[src/rtl/lsu_pkg.sv]
// Shared types and helpers for the load/store split unit: FSM state
// encoding, RV32I load/store funct3 codes and small decode functions.
package lsu_pkg;

    typedef enum logic [2:0] {
        IDLE,
        ACCESS,
        LOAD_LO,
        LOAD_HI,
        STORE_B,
        DONE
    } lsu_state_e;

    localparam logic [2:0] LB  = 3'b000;
    localparam logic [2:0] LH  = 3'b001;
    localparam logic [2:0] LW  = 3'b010;
    localparam logic [2:0] LBU = 3'b100;
    localparam logic [2:0] LHU = 3'b101;
    localparam logic [2:0] SB  = 3'b000;
    localparam logic [2:0] SH  = 3'b001;
    localparam logic [2:0] SW  = 3'b010;

    // Number of bytes moved by an access of the given funct3.
    function automatic logic [2:0] access_bytes(input logic [2:0] funct3);
        case (funct3[1:0])
            2'b00:   return 3'd1;
            2'b01:   return 3'd2;
            default: return 3'd4;
        endcase
    endfunction

    // Stores only exist as SB/SH/SW; loads reject the three unused codes.
    function automatic logic is_unsupported(input logic we, input logic [2:0] funct3);
        if (we) begin
            return (funct3 != SB) && (funct3 != SH) && (funct3 != SW);
        end
        return (funct3 == 3'b011) || (funct3 == 3'b110) || (funct3 == 3'b111);
    endfunction

    // True when an access starting at this byte offset runs past the word.
    function automatic logic crosses_word(input logic [1:0] offset, input logic [2:0] funct3);
        return ({1'b0, offset} + access_bytes(funct3)) > 3'd4;
    endfunction

    // True when a store cannot be issued to memory as a single access.
    function automatic logic store_misaligned(input logic [1:0] offset, input logic [2:0] funct3);
        case (funct3[1:0])
            2'b01:   return offset[0];
            2'b10:   return offset != 2'b00;
            default: return 1'b0;
        endcase
    endfunction

endpackage

[src/rtl/lsu_split_if.sv]
// Request/response and data-memory bundle of the load/store split unit.
// The slave modport is the LSU itself; master is the execute stage plus
// the data memory that surround it.
interface lsu_split_if #(
    parameter int DM_ADDRESS = 9,
    parameter int DATA_W     = 32
);
    logic                  req_valid;
    logic                  req_ready;
    logic                  req_we;
    logic [2:0]            req_funct3;
    logic [DM_ADDRESS-1:0] req_addr;
    logic [DATA_W-1:0]     req_wdata;
    logic                  resp_valid;
    logic [DATA_W-1:0]     resp_rdata;
    logic                  resp_err;
    logic                  dm_MemRead;
    logic                  dm_MemWrite;
    logic [DM_ADDRESS-1:0] dm_a;
    logic [DATA_W-1:0]     dm_wd;
    logic [2:0]            dm_funct3;
    logic [DATA_W-1:0]     dm_rd;

    modport slave (
        input  req_valid, req_we, req_funct3, req_addr, req_wdata, dm_rd,
        output req_ready, resp_valid, resp_rdata, resp_err,
               dm_MemRead, dm_MemWrite, dm_a, dm_wd, dm_funct3
    );

    modport master (
        output req_valid, req_we, req_funct3, req_addr, req_wdata, dm_rd,
        input  req_ready, resp_valid, resp_rdata, resp_err,
               dm_MemRead, dm_MemWrite, dm_a, dm_wd, dm_funct3
    );
endinterface

[src/rtl/lsu_load_align.sv]
// Load lane extraction: picks the addressed bytes out of a little-endian
// pair of words and sign/zero extends them according to funct3.
module lsu_load_align
    import lsu_pkg::*;
(
    input  logic [31:0] lo_word,
    input  logic [31:0] hi_word,
    input  logic [1:0]  offset,
    input  logic [2:0]  funct3,
    output logic [31:0] rdata
);
    logic [31:0] shifted;

    // Shift the word pair down to the access offset, then extend.
    always_comb begin
        shifted = 32'({hi_word, lo_word} >> {offset, 3'b000});
        case (funct3)
            LB:      rdata = {{24{shifted[7]}}, shifted[7:0]};
            LH:      rdata = {{16{shifted[15]}}, shifted[15:0]};
            LW:      rdata = shifted;
            LBU:     rdata = {24'h0, shifted[7:0]};
            LHU:     rdata = {16'h0, shifted[15:0]};
            default: rdata = 32'h0;
        endcase
    end
endmodule

[src/rtl/lsu_split.sv]
// Load/store unit front end. Accepts one request at a time and turns
// misaligned accesses into sequences of aligned memory operations: loads
// always read whole words (one or two), misaligned stores become byte
// stores. All outputs come straight from flops.
module lsu_split
    import lsu_pkg::*;
#(
    parameter int DM_ADDRESS = 9,
    parameter int DATA_W     = 32
) (
    input  logic       clk,
    input  logic       rst_n,
    lsu_split_if.slave bus
);
    localparam int WIDX = DM_ADDRESS - 2;

    lsu_state_e            state_q, state_d;
    logic [1:0]            cnt_q, cnt_d;
    logic                  we_q, we_d;
    logic [2:0]            funct3_q, funct3_d;
    logic [DM_ADDRESS-1:0] addr_q, addr_d;
    logic [DATA_W-1:0]     wdata_q, wdata_d;
    logic [DATA_W-1:0]     lo_word_q, lo_word_d;

    logic                  req_ready_q, req_ready_d;
    logic                  resp_valid_q, resp_valid_d;
    logic [DATA_W-1:0]     resp_rdata_q, resp_rdata_d;
    logic                  resp_err_q, resp_err_d;
    logic                  mem_read_q, mem_read_d;
    logic                  mem_write_q, mem_write_d;
    logic [DM_ADDRESS-1:0] dm_a_q, dm_a_d;
    logic [DATA_W-1:0]     dm_wd_q, dm_wd_d;
    logic [2:0]            dm_funct3_q, dm_funct3_d;

    logic [DATA_W-1:0]     align_lo;
    logic [DATA_W-1:0]     align_rdata;
    logic [1:0]            last_byte;
    logic [7:0]            store_byte;
    logic [WIDX-1:0]       next_word;

    // In LOAD_HI the low word was latched a cycle earlier; otherwise the
    // single word being read right now supplies every byte.
    assign align_lo  = (state_q == LOAD_HI) ? lo_word_q : bus.dm_rd;
    assign last_byte = 2'(access_bytes(funct3_q) - 3'd1);

    lsu_load_align u_align (
        .lo_word (align_lo),
        .hi_word (bus.dm_rd),
        .offset  (addr_q[1:0]),
        .funct3  (funct3_q),
        .rdata   (align_rdata)
    );

    // Sequencing: next state, request capture, byte counter and response.
    always_comb begin
        state_d      = state_q;
        cnt_d        = cnt_q;
        we_d         = we_q;
        funct3_d     = funct3_q;
        addr_d       = addr_q;
        wdata_d      = wdata_q;
        lo_word_d    = lo_word_q;
        resp_rdata_d = '0;
        resp_err_d   = 1'b0;
        case (state_q)
            IDLE: begin
                if (bus.req_valid) begin
                    we_d     = bus.req_we;
                    funct3_d = bus.req_funct3;
                    addr_d   = bus.req_addr;
                    wdata_d  = bus.req_wdata;
                    cnt_d    = 2'd0;
                    if (is_unsupported(bus.req_we, bus.req_funct3)) begin
                        state_d    = DONE;
                        resp_err_d = 1'b1;
                    end else if (!bus.req_we) begin
                        state_d = crosses_word(bus.req_addr[1:0], bus.req_funct3) ? LOAD_LO : ACCESS;
                    end else begin
                        state_d = store_misaligned(bus.req_addr[1:0], bus.req_funct3) ? STORE_B : ACCESS;
                    end
                end
            end
            ACCESS: begin
                state_d = DONE;
                if (!we_q) begin
                    resp_rdata_d = align_rdata;
                end
            end
            LOAD_LO: begin
                lo_word_d = bus.dm_rd;
                state_d   = LOAD_HI;
            end
            LOAD_HI: begin
                state_d      = DONE;
                resp_rdata_d = align_rdata;
            end
            STORE_B: begin
                if (cnt_q == last_byte) begin
                    cnt_d   = 2'd0;
                    state_d = DONE;
                end else begin
                    cnt_d = cnt_q + 2'd1;
                end
            end
            DONE: begin
                state_d = IDLE;
            end
            default: begin
                state_d = IDLE;
            end
        endcase
        resp_valid_d = (state_d == DONE);
        req_ready_d  = (state_d == IDLE);
    end

    // Memory strobes for the cycle about to start, so they can be registered.
    always_comb begin
        mem_read_d  = 1'b0;
        mem_write_d = 1'b0;
        dm_a_d      = '0;
        dm_wd_d     = '0;
        dm_funct3_d = 3'b000;
        store_byte  = 8'(wdata_d >> {cnt_d, 3'b000});
        next_word   = addr_d[DM_ADDRESS-1:2] + WIDX'(1);
        case (state_d)
            ACCESS: begin
                if (we_d) begin
                    mem_write_d = 1'b1;
                    dm_a_d      = addr_d;
                    dm_wd_d     = wdata_d;
                    dm_funct3_d = funct3_d;
                end else begin
                    mem_read_d  = 1'b1;
                    dm_a_d      = {addr_d[DM_ADDRESS-1:2], 2'b00};
                    dm_funct3_d = LW;
                end
            end
            LOAD_LO: begin
                mem_read_d  = 1'b1;
                dm_a_d      = {addr_d[DM_ADDRESS-1:2], 2'b00};
                dm_funct3_d = LW;
            end
            LOAD_HI: begin
                mem_read_d  = 1'b1;
                dm_a_d      = {next_word, 2'b00};
                dm_funct3_d = LW;
            end
            STORE_B: begin
                mem_write_d = 1'b1;
                dm_a_d      = addr_d + DM_ADDRESS'(cnt_d);
                dm_wd_d     = DATA_W'(store_byte);
                dm_funct3_d = SB;
            end
            default: begin
            end
        endcase
    end

    // State and output registers; reset abandons any access in flight.
    always_ff @(posedge clk or negedge rst_n) begin
        if (!rst_n) begin
            state_q      <= IDLE;
            cnt_q        <= 2'd0;
            we_q         <= 1'b0;
            funct3_q     <= 3'b000;
            addr_q       <= '0;
            wdata_q      <= '0;
            lo_word_q    <= '0;
            req_ready_q  <= 1'b1;
            resp_valid_q <= 1'b0;
            resp_rdata_q <= '0;
            resp_err_q   <= 1'b0;
            mem_read_q   <= 1'b0;
            mem_write_q  <= 1'b0;
            dm_a_q       <= '0;
            dm_wd_q      <= '0;
            dm_funct3_q  <= 3'b000;
        end else begin
            state_q      <= state_d;
            cnt_q        <= cnt_d;
            we_q         <= we_d;
            funct3_q     <= funct3_d;
            addr_q       <= addr_d;
            wdata_q      <= wdata_d;
            lo_word_q    <= lo_word_d;
            req_ready_q  <= req_ready_d;
            resp_valid_q <= resp_valid_d;
            resp_rdata_q <= resp_rdata_d;
            resp_err_q   <= resp_err_d;
            mem_read_q   <= mem_read_d;
            mem_write_q  <= mem_write_d;
            dm_a_q       <= dm_a_d;
            dm_wd_q      <= dm_wd_d;
            dm_funct3_q  <= dm_funct3_d;
        end
    end

    assign bus.req_ready   = req_ready_q;
    assign bus.resp_valid  = resp_valid_q;
    assign bus.resp_rdata  = resp_rdata_q;
    assign bus.resp_err    = resp_err_q;
    assign bus.dm_MemRead  = mem_read_q;
    assign bus.dm_MemWrite = mem_write_q;
    assign bus.dm_a        = dm_a_q;
    assign bus.dm_wd       = dm_wd_q;
    assign bus.dm_funct3   = dm_funct3_q;
endmodule

[src/flat_wrapper.sv]
// flat-port wrapper written by rule: the top's interface ports become plain ports
module lsu_split_flat import lsu_pkg::*;
#(
    parameter int DM_ADDRESS = 9,
    parameter int DATA_W     = 32
)
  (clk, rst_n, bus_req_valid, bus_req_we, bus_req_funct3, bus_req_addr, bus_req_wdata, bus_dm_rd, bus_req_ready, bus_resp_valid, bus_resp_rdata, bus_resp_err, bus_dm_MemRead, bus_dm_MemWrite, bus_dm_a, bus_dm_wd, bus_dm_funct3);
  lsu_split_if #(.DM_ADDRESS(DM_ADDRESS), .DATA_W(DATA_W)) bus_i ();
  input  logic clk;
  input  logic rst_n;
  input wire logic [$bits(bus_i.req_valid)-1:0] bus_req_valid;
  input wire logic [$bits(bus_i.req_we)-1:0] bus_req_we;
  input wire logic [$bits(bus_i.req_funct3)-1:0] bus_req_funct3;
  input wire logic [$bits(bus_i.req_addr)-1:0] bus_req_addr;
  input wire logic [$bits(bus_i.req_wdata)-1:0] bus_req_wdata;
  input wire logic [$bits(bus_i.dm_rd)-1:0] bus_dm_rd;
  output wire logic [$bits(bus_i.req_ready)-1:0] bus_req_ready;
  output wire logic [$bits(bus_i.resp_valid)-1:0] bus_resp_valid;
  output wire logic [$bits(bus_i.resp_rdata)-1:0] bus_resp_rdata;
  output wire logic [$bits(bus_i.resp_err)-1:0] bus_resp_err;
  output wire logic [$bits(bus_i.dm_MemRead)-1:0] bus_dm_MemRead;
  output wire logic [$bits(bus_i.dm_MemWrite)-1:0] bus_dm_MemWrite;
  output wire logic [$bits(bus_i.dm_a)-1:0] bus_dm_a;
  output wire logic [$bits(bus_i.dm_wd)-1:0] bus_dm_wd;
  output wire logic [$bits(bus_i.dm_funct3)-1:0] bus_dm_funct3;
  assign bus_i.req_valid = bus_req_valid;
  assign bus_i.req_we = bus_req_we;
  assign bus_i.req_funct3 = bus_req_funct3;
  assign bus_i.req_addr = bus_req_addr;
  assign bus_i.req_wdata = bus_req_wdata;
  assign bus_i.dm_rd = bus_dm_rd;
  assign bus_req_ready = bus_i.req_ready;
  assign bus_resp_valid = bus_i.resp_valid;
  assign bus_resp_rdata = bus_i.resp_rdata;
  assign bus_resp_err = bus_i.resp_err;
  assign bus_dm_MemRead = bus_i.dm_MemRead;
  assign bus_dm_MemWrite = bus_i.dm_MemWrite;
  assign bus_dm_a = bus_i.dm_a;
  assign bus_dm_wd = bus_i.dm_wd;
  assign bus_dm_funct3 = bus_i.dm_funct3;
  lsu_split #(.DM_ADDRESS(DM_ADDRESS), .DATA_W(DATA_W)) u_core (.clk(clk), .rst_n(rst_n), .bus(bus_i));
endmodule
[config.mk]
export PLATFORM = sky130hd
export DESIGN_NAME = lsu_split_flat
export DESIGN_NICKNAME = d
export VERILOG_FILES = /design/src/rtl/lsu_pkg.sv /design/src/rtl/lsu_split_if.sv /design/src/rtl/lsu_load_align.sv /design/src/rtl/lsu_split.sv /design/src/flat_wrapper.sv
export SDC_FILE = /design/constraint.sdc
export NUM_CORES = 1
export LEC_CHECK = 0
export CAP_MARGIN = 20
export CORE_MARGIN = 8
export CORE_UTILIZATION = 45
export DETAILED_ROUTE_END_ITERATION = 6
export GPL_TIMING_DRIVEN = 0
export PLACE_DENSITY = 0.79
export RECOVER_POWER = 50
export SYNTH_ARGS = -nofsm -noshare
export SYNTH_HDL_FRONTEND = slang
export SYNTH_SLANG_ARGS = --single-unit
[constraint.sdc]
create_clock -name clk -period 2.75 [get_ports clk]
set_input_delay 0.825 -clock clk [delete_from_list [all_inputs] [get_ports clk]]
set_output_delay 0.825 -clock clk [all_outputs]
set_load 0.1 [all_outputs]
==> results of run 1 <==
[flip-flops by register name, indices dropped and copies added, names as in the netlist, 2 cells and up]
| signal | count |
|---|---|
| u_core.state_q | 3 |
| u_core.funct3_q | 3 |
| u_core.lo_word_q | 32 |
| u_core.cnt_q | 2 |
| u_core.bus.resp_rdata | 32 |
| u_core.bus.dm_funct3 | 3 |
| u_core.bus.dm_a | 9 |
| u_core.wdata_q | 32 |
| u_core.addr_q | 9 |
| u_core.bus.dm_wd | 32 |
[per-layer routing]
layer  part of all wire  up-vias
li1                   -     3184
met1               0.41     3325
met2               0.48      292
met3              0.087       45
met4              0.026        0
met5                  0        -
[worst max-delay path, stage by stage]
cell       delay (ps)
buf_8             110
inv_4              60
ha_4              140
ha_4              120
inv_2              30
fa_2              360
nor3_4            200
a2111oi_4          80
o211a_1           240
a21oi_4           170
nand2_2            80
or3b_4            440
buf_12            160
buf_12            140
o21ai_2           130
[area by class of cell]
type,instances,area (um2)
clock inverters,13,113
well taps,225,282
clock buffers,19,443
flip-flops and latches,163,4080
fillers,1332,5970
inverters,45,179
multi-input cells,558,3840
repair buffers,194,2030
plain buffers,48,299
[cells in the final DEF, fill, tap and decap left out, drive strengths merged, types with 4 or more instances in the layout]
cell,count
buf,52
dfrtp,162
mux2i,80
o21ai,46
a211oi,7
ha,9
a21oi,39
nor2,60
inv,54
dlymetal6s2s,40
dlygate4sd2,19
a32o,6
nand2,189
o211ai,29
a31oi,4
nand2b,6
clkdlybuf4s50,96
clkbuf,52
o21a,8
mux2,12
nor3,8
nor2b,11
[cell usage after synthesis (all sizes together) (4+ instances only)]
cell      n
buf      25
nand2b    6
inv      45
nor3      8
o21a      8
nor2b    11
o211ai   29
a21oi    39
o21ai    46
dfrtp   162
a32o      6
mux2i    80
a211oi    7
mux2     12
nand2   189
ha        9
clkbuf   27
nor2     60
a31oi     4
[path summary, 6_finish.rpt]
| path | start | endpoint | slack [ps] | depth (start not counted) |
|---|---|---|---|---|
| worst max-delay path | bus_req_funct3[0] | u_core.bus.dm_wd[4]$_DFF_PN0_ | -210 | 15 |
| worst min-delay path | u_core.lo_word_q[29]$_DFFE_PN0P_ | u_core.lo_word_q[29]$_DFFE_PN0P_ | 480 | 2 |
| worst max register to register | u_core.state_q[1]$_DFF_PN0_ | u_core.bus.dm_a[8]$_DFF_PN0_ | -100 | 11 |
| worst min register to register | u_core.lo_word_q[29]$_DFFE_PN0P_ | u_core.lo_word_q[29]$_DFFE_PN0P_ | 480 | 2 |
| max in group asynchronous | rst_n | u_core.wdata_q[25]$_DFF_PN0_ | 530 | 2 |
| min in group asynchronous | rst_n | u_core.bus.resp_rdata[15]$_DFF_PN0_ | 610 | 1 |
[repair_timing]
item | 4_1_cts | 5_1_grt
hold endpoints to repair | 0 | 0
hold buffers | 0 | 0
setup endpoints to repair | 67 | 88
gates cloned | 3 | 0
pin swaps | 39 | 16
buffers inserted | 26 | 10
gates resized for setup | 112 | 83
[logic make-up (layout without fill, tap and decap cells)]
family          Yosys count  count (layout)  share of synthesized area
buf+inv                  97             319                     0.0516
compound gates          154             154                      0.126
other cells               1               1                   0.000476
mux                      95              95                      0.127
fa+ha+maj                11              11                     0.0194
simple gates            295             295                      0.156
xor+xnor                  2               2                    0.00222
flops                   163             163                      0.517
[power groups by stage]
stage | sequential [mW] | clock, mW | combinational, mW
2_1_floorplan | 5.43 | 0 | 3.11
3_3_place_gp | 3.55 | 0 | 6.71
3_5_place_dp | 3.57 | 0 | 6.78
4_1_cts | 3.54 | 2.31 | 7.50
5_1_grt | 3.62 | 2.42 | 8.26
6_report | 3.54 | 2.27 | 7.80
==> impl_metrics.ini, run 1 <==
[synthesis]
synth_edf_count = 0
avgSynthCellArea_um2 = 9.64
syn-num-nets = 909
yosys_warnings = 0
ys.flop_type = dfrtp_1
synthDistinctLibCells = 57
ys_seq_elements = 163
synth_top_area_frac = 0.514
yosys-top-cells-area = dfrtp_1, mux2i_1, nand2_1
yosysSeqAreaShare = 0.517
synth_top_area_cell = dfrtp_1
async_flop_share = 1.00
synthCells = 818
syn_area_um2 = 7890

[power_and_ir_drop]
ir_drop_v = 0.000650
clkPwrFrac = 0.167
p_per_area_nw_per_um2 = 1210
p_sw_mw = 6.65
p_int_mw = 6.96
total_power_mw = 13.6
cellLeakagePower_nw = 5.92
pwr-share-comb = 0.573
switching_share = 0.489
pwr-share-seq = 0.260

[sta]
fin_crit_ps = 2960
setup_viol = 39
slew_violations = 0
setup_tns_ps = -4830
max-slew-margin-rel = 0.246
fin_ws_ps = -205
max_freq_mhz = 338
worst_pin_slew_ps = 1130
rsz0062_at_grt = yes
clock_skew_ps = 10.9
hold_slack_ps = 476
period_share = 1.07
finalHoldViolCount = 0

[job]
maxCapViolations = 0

[clock_tree]
cts.clk_slew.worst_paths_ps = 70
cts_tree = built
clock_sinks = 163
insertion_delay_ps = 430
cts_buffer_depth = 2
cts_root_buffer = clkbuf_16
tritoncts.num_buffers = 17
cts-htree-levels = 4

[critical_path]
crit_fanout = 5
cp-end-kind = flip-flop
path_class = in2reg
cp.required_ps = 3110
cp.arrival_ps = 3320
critPathLaunchType = input port

[hold_path]
hold_class = reg2reg

[global_routing]
met2_usage = 0.361
grt_use_met3 = 0.0793
grtUsageMet1 = 0.274
grt-ovfl-total = 0
antenna_found_initial = 0
grt_usage = 0.225
top_usage_layer = met2
first_global_vias = 7088
grt_pass1_wl_um = 38600
grt_max_degree = 119

[floorplan]
core_area_um2 = 17200
initial_utilization = 0.457
die_area_um2 = 22000
io_pins = 161
die_w_um = 148
die_h_um = 148
row_count = 48

[place]
port_buffers = 160
dp_slack_ps = -1320
dpl_cell_area_um2 = 9930
gp_congestion = 0.903
hpwl_um = 17200
dp_cells = 1204

[route]
drc = 0
vias = 6846
first_iter_violations = 545
wire_per_inst_um = 19.5
vias_per_cell = 5.41
ant_nets = 0
drt-total-wl_um = 24700
dr.pass1.iters = 5

[cells_and_area]
fin_util = 0.653
diodes = 0
syn_to_final_growth_pct = 42.8
fin_cells = 1265
drive_above_1_share = 0.174
nets = 1118
postLayoutCellArea_um2 = 11300

[run_status]
violations = setup timing
status = finished with violations
Power figures use the tool's default switching activity.
==> run 2: changes to the inputs <==
TNS_END_PERCENT = 20   (was unset)
==> impl_metrics.ini, run 2 (synthesis gave the netlist of run 1 again) <==
[power_and_ir_drop]
ir_drop_v = 0.000856
total_power_mw = 13.4
p_per_area_nw_per_um2 = 1210
cellLeakagePower_nw = 5.83

[clock_tree]
cts_hold_buf = 0
cts_tree = built
insertion_delay_ps = 440
tritoncts.num_buffers = 17
cts_root_buffer = clkbuf_16
clock_sinks = 163
cts_buffer_depth = 2
cts-htree-levels = 4
cts.clk_slew.worst_paths_ps = 70

[global_routing]
grt_usage = 0.226
antenna_found_initial = 0
grt_max_degree = 96
grt-ovfl-total = 0
first_global_vias = 7003
grt_pass1_wl_um = 38600

[route]
vias_per_cell = 5.36
first_iter_violations = 508
dr.pass1.iters = 5
drc = 0
ant_nets = 0
wire_per_inst_um = 19.7
vias = 6739
drt-total-wl_um = 24800

[cells_and_area]
nets = 1110
syn_to_final_growth_pct = 41.0
drive_above_1_share = 0.162
final_cell_mix = nand2_1, dfrtp_1, clkdlybuf4s50_1, mux2i_1, nor2_1
diodes = 0
fill_cells = 1322
final_common_cell = nand2_1
multi_input_area_um2 = 3750
fin_cells = 1257
final-seq-area_um2 = 4080

[critical_path]
cp.required_ps = 3100
rr_worst_depth = 13
crit_fanout = 4
r2r-start = u_core.state_q[2]$_DFF_PN0_
path_class = in2reg
worstReg2RegEnd = u_core.bus.dm_a[8]$_DFF_PN0_
r2r_setup_slack_ps = -100
cp-end-kind = flip-flop
critPathLaunchType = input port
cp.arrival_ps = 3260

[floorplan]
initial_utilization = 0.457
die_w_um = 148
die_h_um = 148
row_count = 48
io_pins = 161
die_area_um2 = 22000
core_area_um2 = 17200

[hold_path]
hold_class = reg2reg
min_from = u_core.lo_word_q[8]$_DFFE_PN0P_
hold_depth = 2
min_to = u_core.lo_word_q[8]$_DFFE_PN0P_

[job]
maxCapViolations = 1

[sta]
fin_crit_ps = 2910
fin_ws_ps = -161
max_freq_mhz = 343
period_share = 1.06
worst_pin_slew_ps = 1760
slew_violations = 69
clock_skew_ps = 11.4
max-slew-margin-rel = -0.173
setup_viol = 36
finalHoldViolCount = 0
rsz0062_at_grt = yes

[run_status]
violations = capacitance limit, slew limit, setup timing
status = finished with violations

[place]
port_buffers = 160
gp_congestion = 0.927
dp_slack_ps = -1440
hpwl_um = 17300
dp_cells = 1204
## run 2: cell count changes in the layout (fill, tap and decap cells not counted), moves of 6 or more
| cell | before | now |
|---|---|---|
| nor2_2 | 2 | 13 |
| clkinv_8 | 0 | 6 |
| clkdlybuf4s50_1 | 96 | 86 |
| dlymetal6s2s_1 | 40 | 33 |
| dlygate4sd2_1 | 19 | 36 |
| nor2_4 | 17 | 3 |
## run 2: power by group
group	internal [mW]	leakage (nW)	switching (mW)	total, mW
clock network	1.23	0.290	1.16	2.40
logic	2.34	3.50	5.13	7.46
registers	3.22	2.04	0.331	3.55
total	6.79	5.83	6.62	13.4
## run 2: worst max-delay path: stages
cell and delay, ps:
buf_8 100, inv_6 50, ha_4 140, ha_4 120, inv_2 30, fa_2 360, o21a_1 150, a2111oi_4 350
o211a_1 230, a21oi_4 50, buf_6 140, o31a_1 330, o21a_1 210, a31oi_2 170
## run 2: through the flow
| stage | TNS, ps | hold slack [ps] | area [um2] | util |
|---|---|---|---|---|
| after floorplan | -11380 | 441 | 7950 | - |
| after global placement | -978230 | 455 | 9830 | 0.570 |
| after detailed placement | -56720 | 459 | 9860 | 0.572 |
| after CTS | -4170 | 346 | 10800 | 0.627 |
| after global routing | -6830 | 493 | 11100 | 0.645 |
| final | -3590 | 474 | 11100 | 0.645 |
## run 2: layout make-up
cell class              instances  share of cell area
inverters                      45              0.0159
well taps                     225              0.0253
repair buffers                186               0.172
plain buffers                  48              0.0276
flip-flops and latches        163               0.367
clock inverters                15              0.0168
multi-input cells             558               0.337
clock buffers                  17              0.0383
## run 2: repair_timing
action	CTS	global route
gates resized for setup	111	85
gates cloned	2	1
setup endpoints to repair	82	80
buffers inserted	16	5
pin swaps	17	22
## run 2: layer usage
metal | routed length [um] | vias to the layer above | GRT usage
met5 | 0 | - | 0
li1 | - | 3159 | -
met1 | 9910 | 3239 | 0.259
met2 | 11900 | 291 | 0.375
met3 | 2330 | 50 | 0.0842
met4 | 665 | 0 | 0.0898
## run 2: worst max path at each step
stage | startpoint | to | slack [ps] | cells past startpoint
after global placement | rst_n | u_core.bus.dm_wd[29]$_DFF_PN0_ | -5690 | 1
final | bus_req_funct3[1] | u_core.bus.dm_a[8]$_DFF_PN0_ | -160 | 14
after floorplan | bus_req_funct3[0] | u_core.bus.dm_wd[1]$_DFF_PN0_ | -310 | 12
after global routing | bus_req_funct3[1] | u_core.bus.dm_a[8]$_DFF_PN0_ | -230 | 14
after CTS | bus_req_funct3[0] | u_core.bus.dm_wd[10]$_DFF_PN0_ | -150 | 14
after detailed placement | bus_req_valid | u_core.bus.dm_a[3]$_DFF_PN0_ | -1440 | 13
